$ cat config.mk
export PLATFORM = sky130hd
export DESIGN_NAME = trigb_sched
export DESIGN_NICKNAME = d
export VERILOG_FILES = /design/src/rtl/trigb_pkg.sv /design/src/rtl/trigb_sched_trigb.sv /design/src/rtl/trigb_sched.sv
export SDC_FILE = /design/constraint.sdc
export NUM_CORES = 1
export LEC_CHECK = 0
export ABC_CLOCK_PERIOD_IN_PS = 1510
export BUFFER_PORTS_ARGS = -buffer_cell sky130_fd_sc_hd__buf_4
export CAP_MARGIN = 20
export CORE_ASPECT_RATIO = 2
export CORE_MARGIN = 3
export CORE_UTILIZATION = 42
export DETAILED_ROUTE_END_ITERATION = 10
export PLACE_DENSITY = 0.76
export SYNTH_ARGS = -nofsm -noshare
export SYNTH_HDL_FRONTEND = slang
export SYNTH_SLANG_ARGS = --single-unit
export TNS_END_PERCENT = 5
$ cat constraint.sdc
create_clock -name clk -period 1.51 [get_ports clk]
set_input_delay 0 -clock clk [delete_from_list [all_inputs] [get_ports clk]]
set_output_delay 0 -clock clk [all_outputs]
set_load 0.05 [all_outputs]
$ cat src/rtl/trigb_pkg.sv
// Shared types and constants for the predictor coefficient trigger scheduler.
// Latency: n/a (declarations only).
// Backpressure: n/a (declarations only).
package trigb_pkg;

  localparam int NCOEF  = 8;   // coefficients per channel: A1, A2, B1..B6
  localparam int COEF_W = 16;  // coefficient word width
  localparam int IDX_W  = 3;   // coefficient index width

  typedef enum logic [2:0] {
    ST_IDLE  = 3'd0,
    ST_READ  = 3'd1,
    ST_CAPT  = 3'd2,
    ST_WRITE = 3'd3,
    ST_DONE  = 3'd4
  } state_e;

  // Coefficient slot order inside a channel's 8-word RAM block.
  typedef enum logic [IDX_W-1:0] {
    IDX_A1 = 3'd0,
    IDX_A2 = 3'd1,
    IDX_B1 = 3'd2,
    IDX_B2 = 3'd3,
    IDX_B3 = 3'd4,
    IDX_B4 = 3'd5,
    IDX_B5 = 3'd6,
    IDX_B6 = 3'd7
  } coef_idx_e;

endpackage

$ cat src/rtl/trigb_sched_trigb.sv
// TRIGB: forces a predictor coefficient to zero when a transition is detected.
// Latency: combinational, AnR follows TR/AnP in the same cycle.
// Backpressure: none; pure function of its inputs.
//
// Ports: clk, reset (active-low, async) and scan_in0..4/scan_enable/test_mode
// are the DFT hookups; scan_out0..4 return the scan path. tr/anp in, anr out.
module trigb (
  input  logic                          clk,
  input  logic                          reset,
  input  logic                          scan_in0,
  input  logic                          scan_in1,
  input  logic                          scan_in2,
  input  logic                          scan_in3,
  input  logic                          scan_in4,
  input  logic                          scan_enable,
  input  logic                          test_mode,
  output logic                          scan_out0,
  output logic                          scan_out1,
  output logic                          scan_out2,
  output logic                          scan_out3,
  output logic                          scan_out4,
  input  logic                          tr,
  input  logic [trigb_pkg::COEF_W-1:0]  anp,
  output logic [trigb_pkg::COEF_W-1:0]  anr
);

  // No state of its own: the scan path is a gated feed-through that only
  // carries data while the part is in scan test.
  logic scan_path_en;
  assign scan_path_en = test_mode & scan_enable;

  assign scan_out0 = scan_path_en & scan_in0;
  assign scan_out1 = scan_path_en & scan_in1;
  assign scan_out2 = scan_path_en & scan_in2;
  assign scan_out3 = scan_path_en & scan_in3;
  assign scan_out4 = scan_path_en & scan_in4;

  assign anr = tr ? '0 : anp;

  // Clock and reset exist only so the DFT stitching sees a uniform port set.
  logic unused_clk_rst;
  assign unused_clk_rst = clk ^ reset;

endmodule

$ cat src/rtl/trigb_sched.sv
// Sequences one channel's 8 predictor coefficients through TRIGB: read, capture, write back.
// Latency: 25 cycles per pass (3 per coefficient + DONE); next start accepted 26 edges later.
// Backpressure: start is dropped (not queued) while busy; RAM has fixed 1-cycle read latency.
//
// Ports: clk/reset (active-low, async); DFT scan_in0..4, scan_enable, test_mode,
// scan_out0..4; request start/chan/tr; status busy/done; coefficient RAM
// mem_addr/mem_rd/mem_rdata (valid the cycle after mem_rd)/mem_wr/mem_wdata.
module trigb_sched #(
  parameter int NCH   = 32,
  parameter int NCOEF = 8
) (
  input  logic                                         clk,
  input  logic                                         reset,
  input  logic                                         scan_in0,
  input  logic                                         scan_in1,
  input  logic                                         scan_in2,
  input  logic                                         scan_in3,
  input  logic                                         scan_in4,
  input  logic                                         scan_enable,
  input  logic                                         test_mode,
  output logic                                         scan_out0,
  output logic                                         scan_out1,
  output logic                                         scan_out2,
  output logic                                         scan_out3,
  output logic                                         scan_out4,
  input  logic                                         start,
  input  logic [$clog2(NCH)-1:0]                       chan,
  input  logic                                         tr,
  output logic                                         busy,
  output logic                                         done,
  output logic [$clog2(NCH)+trigb_pkg::IDX_W-1:0]      mem_addr,
  output logic                                         mem_rd,
  input  logic [trigb_pkg::COEF_W-1:0]                 mem_rdata,
  output logic                                         mem_wr,
  output logic [trigb_pkg::COEF_W-1:0]                 mem_wdata
);

  import trigb_pkg::*;

  localparam int                CH_W     = $clog2(NCH);
  localparam logic [IDX_W-1:0]  LAST_IDX = IDX_W'(NCOEF - 1);

  state_e              state_q, state_d;
  logic [IDX_W-1:0]    coef_idx_q, coef_idx_d;
  logic [CH_W-1:0]     chan_q, chan_d;
  logic                tr_q, tr_d;
  logic [COEF_W-1:0]   anp_q, anp_d;
  logic [COEF_W-1:0]   anr;

  trigb u_trigb (
    .clk         (clk),
    .reset       (reset),
    .scan_in0    (scan_in0),
    .scan_in1    (scan_in1),
    .scan_in2    (scan_in2),
    .scan_in3    (scan_in3),
    .scan_in4    (scan_in4),
    .scan_enable (scan_enable),
    .test_mode   (test_mode),
    .scan_out0   (scan_out0),
    .scan_out1   (scan_out1),
    .scan_out2   (scan_out2),
    .scan_out3   (scan_out3),
    .scan_out4   (scan_out4),
    .tr          (tr_q),
    .anp         (anp_q),
    .anr         (anr)
  );

  always_ff @(posedge clk or negedge reset) begin
    if (!reset) begin
      state_q    <= ST_IDLE;
      coef_idx_q <= '0;
      chan_q     <= '0;
      tr_q       <= 1'b0;
      anp_q      <= '0;
    end else begin
      state_q    <= state_d;
      coef_idx_q <= coef_idx_d;
      chan_q     <= chan_d;
      tr_q       <= tr_d;
      anp_q      <= anp_d;
    end
  end

  always_comb begin
    state_d    = state_q;
    coef_idx_d = coef_idx_q;
    chan_d     = chan_q;
    tr_d       = tr_q;
    anp_d      = anp_q;

    busy      = (state_q != ST_IDLE);
    done      = (state_q == ST_DONE);
    mem_rd    = 1'b0;
    mem_wr    = 1'b0;
    mem_addr  = '0;
    mem_wdata = '0;

    case (state_q)
      ST_IDLE: begin
        // Request fields are only sampled here, so a start seen mid-pass
        // can never disturb the channel being worked on.
        if (start) begin
          state_d    = ST_READ;
          coef_idx_d = IDX_A1;
          chan_d     = chan;
          tr_d       = tr;
        end
      end
      ST_READ: begin
        mem_rd   = 1'b1;
        mem_addr = {chan_q, coef_idx_q};
        state_d  = ST_CAPT;
      end
      ST_CAPT: begin
        // Read data arrives this cycle; hold it so TRIGB sees a stable AnP
        // during the write.
        mem_addr = {chan_q, coef_idx_q};
        anp_d    = mem_rdata;
        state_d  = ST_WRITE;
      end
      ST_WRITE: begin
        mem_wr     = 1'b1;
        mem_addr   = {chan_q, coef_idx_q};
        mem_wdata  = anr;
        coef_idx_d = coef_idx_q + 1'b1;
        // The last index exits to DONE, so the counter rolling over to 0
        // never starts a ninth read.
        state_d    = (coef_idx_q == LAST_IDX) ? ST_DONE : ST_READ;
      end
      ST_DONE: begin
        state_d = ST_IDLE;
      end
      default: begin
        state_d = ST_IDLE;
      end
    endcase
  end

endmodule

==> qor.yml <==
maxCapViolCount: 0
finalCritPeriodShare: 0.9848
design_power_total_mw: 5.548
synthesis.nets: 147
antenna_found_initial: 0
setup_viol: 0
worst_slew_pin_slew_ns: 0.3468
crit_top_cell: "buf_4"
multi_input_area_um2: 725.7
reg2reg_depth: 5
status: "completed"
grt_max_degree: 29
cts-root-buf: "clkbuf_8"
num_vias: 1173
num_io_pins: 65
cpMaxStageDelayCell: "dfrtp_2"
synth.distinct_cells: 26
htree_levels: 1
rsz0062_at_grt: "yes"
critical_path_class: "reg2out"
ant_nets: 0
setup_ws_ns: 0.02290
dp_slack_ns: -0.02261
start_kind: "flip-flop"
min_period_ns: 1.487
endpoint_kind: "output port"
whs_path_depth: 3
io_buffers: 64
synth_seq_area_share: 0.4819
clk_latency_ns: 0.26
hold_path_class: "in2reg"
synthesis.area_mm2: 0.001454
cts.clk_slew.worst_paths_ns: 0.09
p_per_area_mw_per_mm2: 2284
wl_per_cell_um: 14.67
drc: 0
clock_sinks: 28
synth_top_area_frac: 0.4819
reg2reg_from: "state_q[2]"
routed_wirelength_mm: 3.491
dr.pass1.iters: 3
grt_pass1_vias: 1310
netlist_instances: 113
min_from: "start"
drv_slew: 0
synth.largest_area_cell: "dfrtp_1"
utilization: 0.7520
max_freq_mhz: 672.4
gr-total-overflow: 0
clock_skew_ns: 0.002550
slew_headroom: 0.7688
syn_area_per_cell_um2: 12.87
cts_buffers: 3
r2r_slack_ns: 0.03
grt_util_all_layers: 0.1849
hold_viol: 0
die_y_um: 89.21
leakagePower_nw: 1.195
nFillCells: 202
fp-row-count: 29
tritoncts: "done"
start_util: 0.4502
fin_nets: 243
drive_above_1_share: 0.5604
die_area_mm2: 0.004247
grt_first_pass_wirelength_mm: 5.740
first_iter_violations: 7
coreArea_mm2: 0.003229
critical_path.max_fanout: 5
synth_seq_cells: 28
crit_path_max_incr_delay_ns: 0.43
arrival_ns: 1.49
via_per_inst: 4.929
synthTopCellsByArea: "dfrtp_1, and2_1, mux2_4"
ys_warn_count: 0
register_area_um2: 703.2
worst_ir_drop_vdd_mv: 1.693
areaGrowthSynthToFinish_pct: 67.04
antenna_cells: 0
crit_chain: "buf_4 > buf_4 > or3_1 > buf_6"
die_w_um: 47.61
whs_endpoint: "state_q[0]"
r2r-end: "anp_q[3]"
worstPathRequired_ns: 1.51
gp_congestion: 0.7880
cts.path.max_buffers: 2
==> metrics by stage <==
step                      hold WS, ns   TNS [ns]  cells  instance area [um^2]
final                         0.03657          0    238                  2429
after CTS                     0.03293  -0.001557    238                  2349
after global routing          0.04984    -0.3069    238                  2429
after global placement       -0.07279          0    208                  1976
after floorplan               -0.2956          0    113                  1459
after detailed placement     -0.06441    -0.1080    208                  1976
==> layout by cell type, fill, tap and decap left out, drive strengths merged <==
master | synthesis | layout
mux2 | 22 | 22
dlygate4sd3 | 0 | 23
nor2b | 2 | 2
ha | 2 | 2
and3 | 6 | 6
xnor2 | 1 | 1
or2b | 1 | 1
nor3 | 3 | 3
nand3b | 1 | 1
o22ai | 2 | 2
or3 | 1 | 1
o21bai | 1 | 1
nor4b | 1 | 1
clkbuf | 1 | 3
dfrtp | 28 | 28
a21oi | 1 | 1
buf | 5 | 74
and2 | 25 | 25
mux2i | 1 | 1
nor2 | 7 | 7
inv | 1 | 1
nor3b | 1 | 1
==> registers in the layout, summed over array words and instances, names as in the netlist <==
register / count
coef_idx_q: 3
state_q: 3
chan_q: 5
tr_q: 1
anp_q: 16
==> power breakdown <==
part / internal, mW / switching, mW / total [mW]
Sequential: 1.14 / 0.251 / 1.39
Combinational: 1.77 / 2.00 / 3.77
Clock: 0.179 / 0.208 / 0.387
==> critical path: cells and delay by family, from the launching register on <==
family | cells | cell delay (ns)
buffers and inverters | 3 | 0.47
flip-flops | 1 | 0.43
AND/OR/NAND/NOR | 1 | 0.32
==> cell usage after synthesis, drive strengths merged <==
cell     n
a21oi    1
and2    25
and3     6
buf      5
clkbuf   1
dfrtp   28
ha       2
inv      1
mux2    22
mux2i    1
nand3b   1
nor2     7
nor2b    2
nor3     3
nor3b    1
nor4b    1
o21bai   1
o22ai    2
or2b     1
or3      1
xnor2    1
==> cell families (layout without fill, tap and decap cells) <==
family,after synthesis,in the layout,share of synthesized area
compound gates,4,4,0.01721
mux,23,23,0.2031
simple gates,48,48,0.2306
fa+ha+maj,2,2,0.01721
buf+inv,7,101,0.04388
flops,28,28,0.4819
xor+xnor,1,1,0.006025
==> worst max-delay path by stage <==
| stage | end | from | cells after the start |
|---|---|---|---|
| after floorplan | anp_q[10] | state_q[2] | 6 |
| after global placement | anp_q[1] | state_q[1] | 4 |
| after detailed placement | anp_q[0] | state_q[1] | 4 |
| after CTS | anp_q[1] | state_q[2] | 5 |
| after global routing | anp_q[4] | state_q[2] | 5 |
| final | busy | state_q[2] | 4 |
==> final cells by class <==
class / count / area share
Inverter: 1 / 0.001546
Timing Repair Buffer: 97 / 0.3771
Clock buffer: 3 / 0.01700
Sequential cell: 28 / 0.2895
Tap cell: 31 / 0.01597
Multi-Input combinational cell: 78 / 0.2988
==> what timing repair did <==
item                                   4_1_cts  5_1_grt
setup buffers                                4        0
setup endpoints to repair                   30       42
hold buffers                                23        0
resized for setup                           18       23
pin swaps                                    4        1
endpoints found under the hold margin       50        0
==> per-layer routing <==
layer  vias to the layer above  track usage  part of all wire  routed length [um]
li1                        570            -                 -                   -
met1                       568       0.1933              0.33                1167
met2                        31       0.3521              0.61                2123
met3                         4      0.03226             0.047                 164
met4                         0      0.05147             0.010                  36
met5                         -            0                 0                   0
No activity file was read; power rests on OpenSTA's default activity.
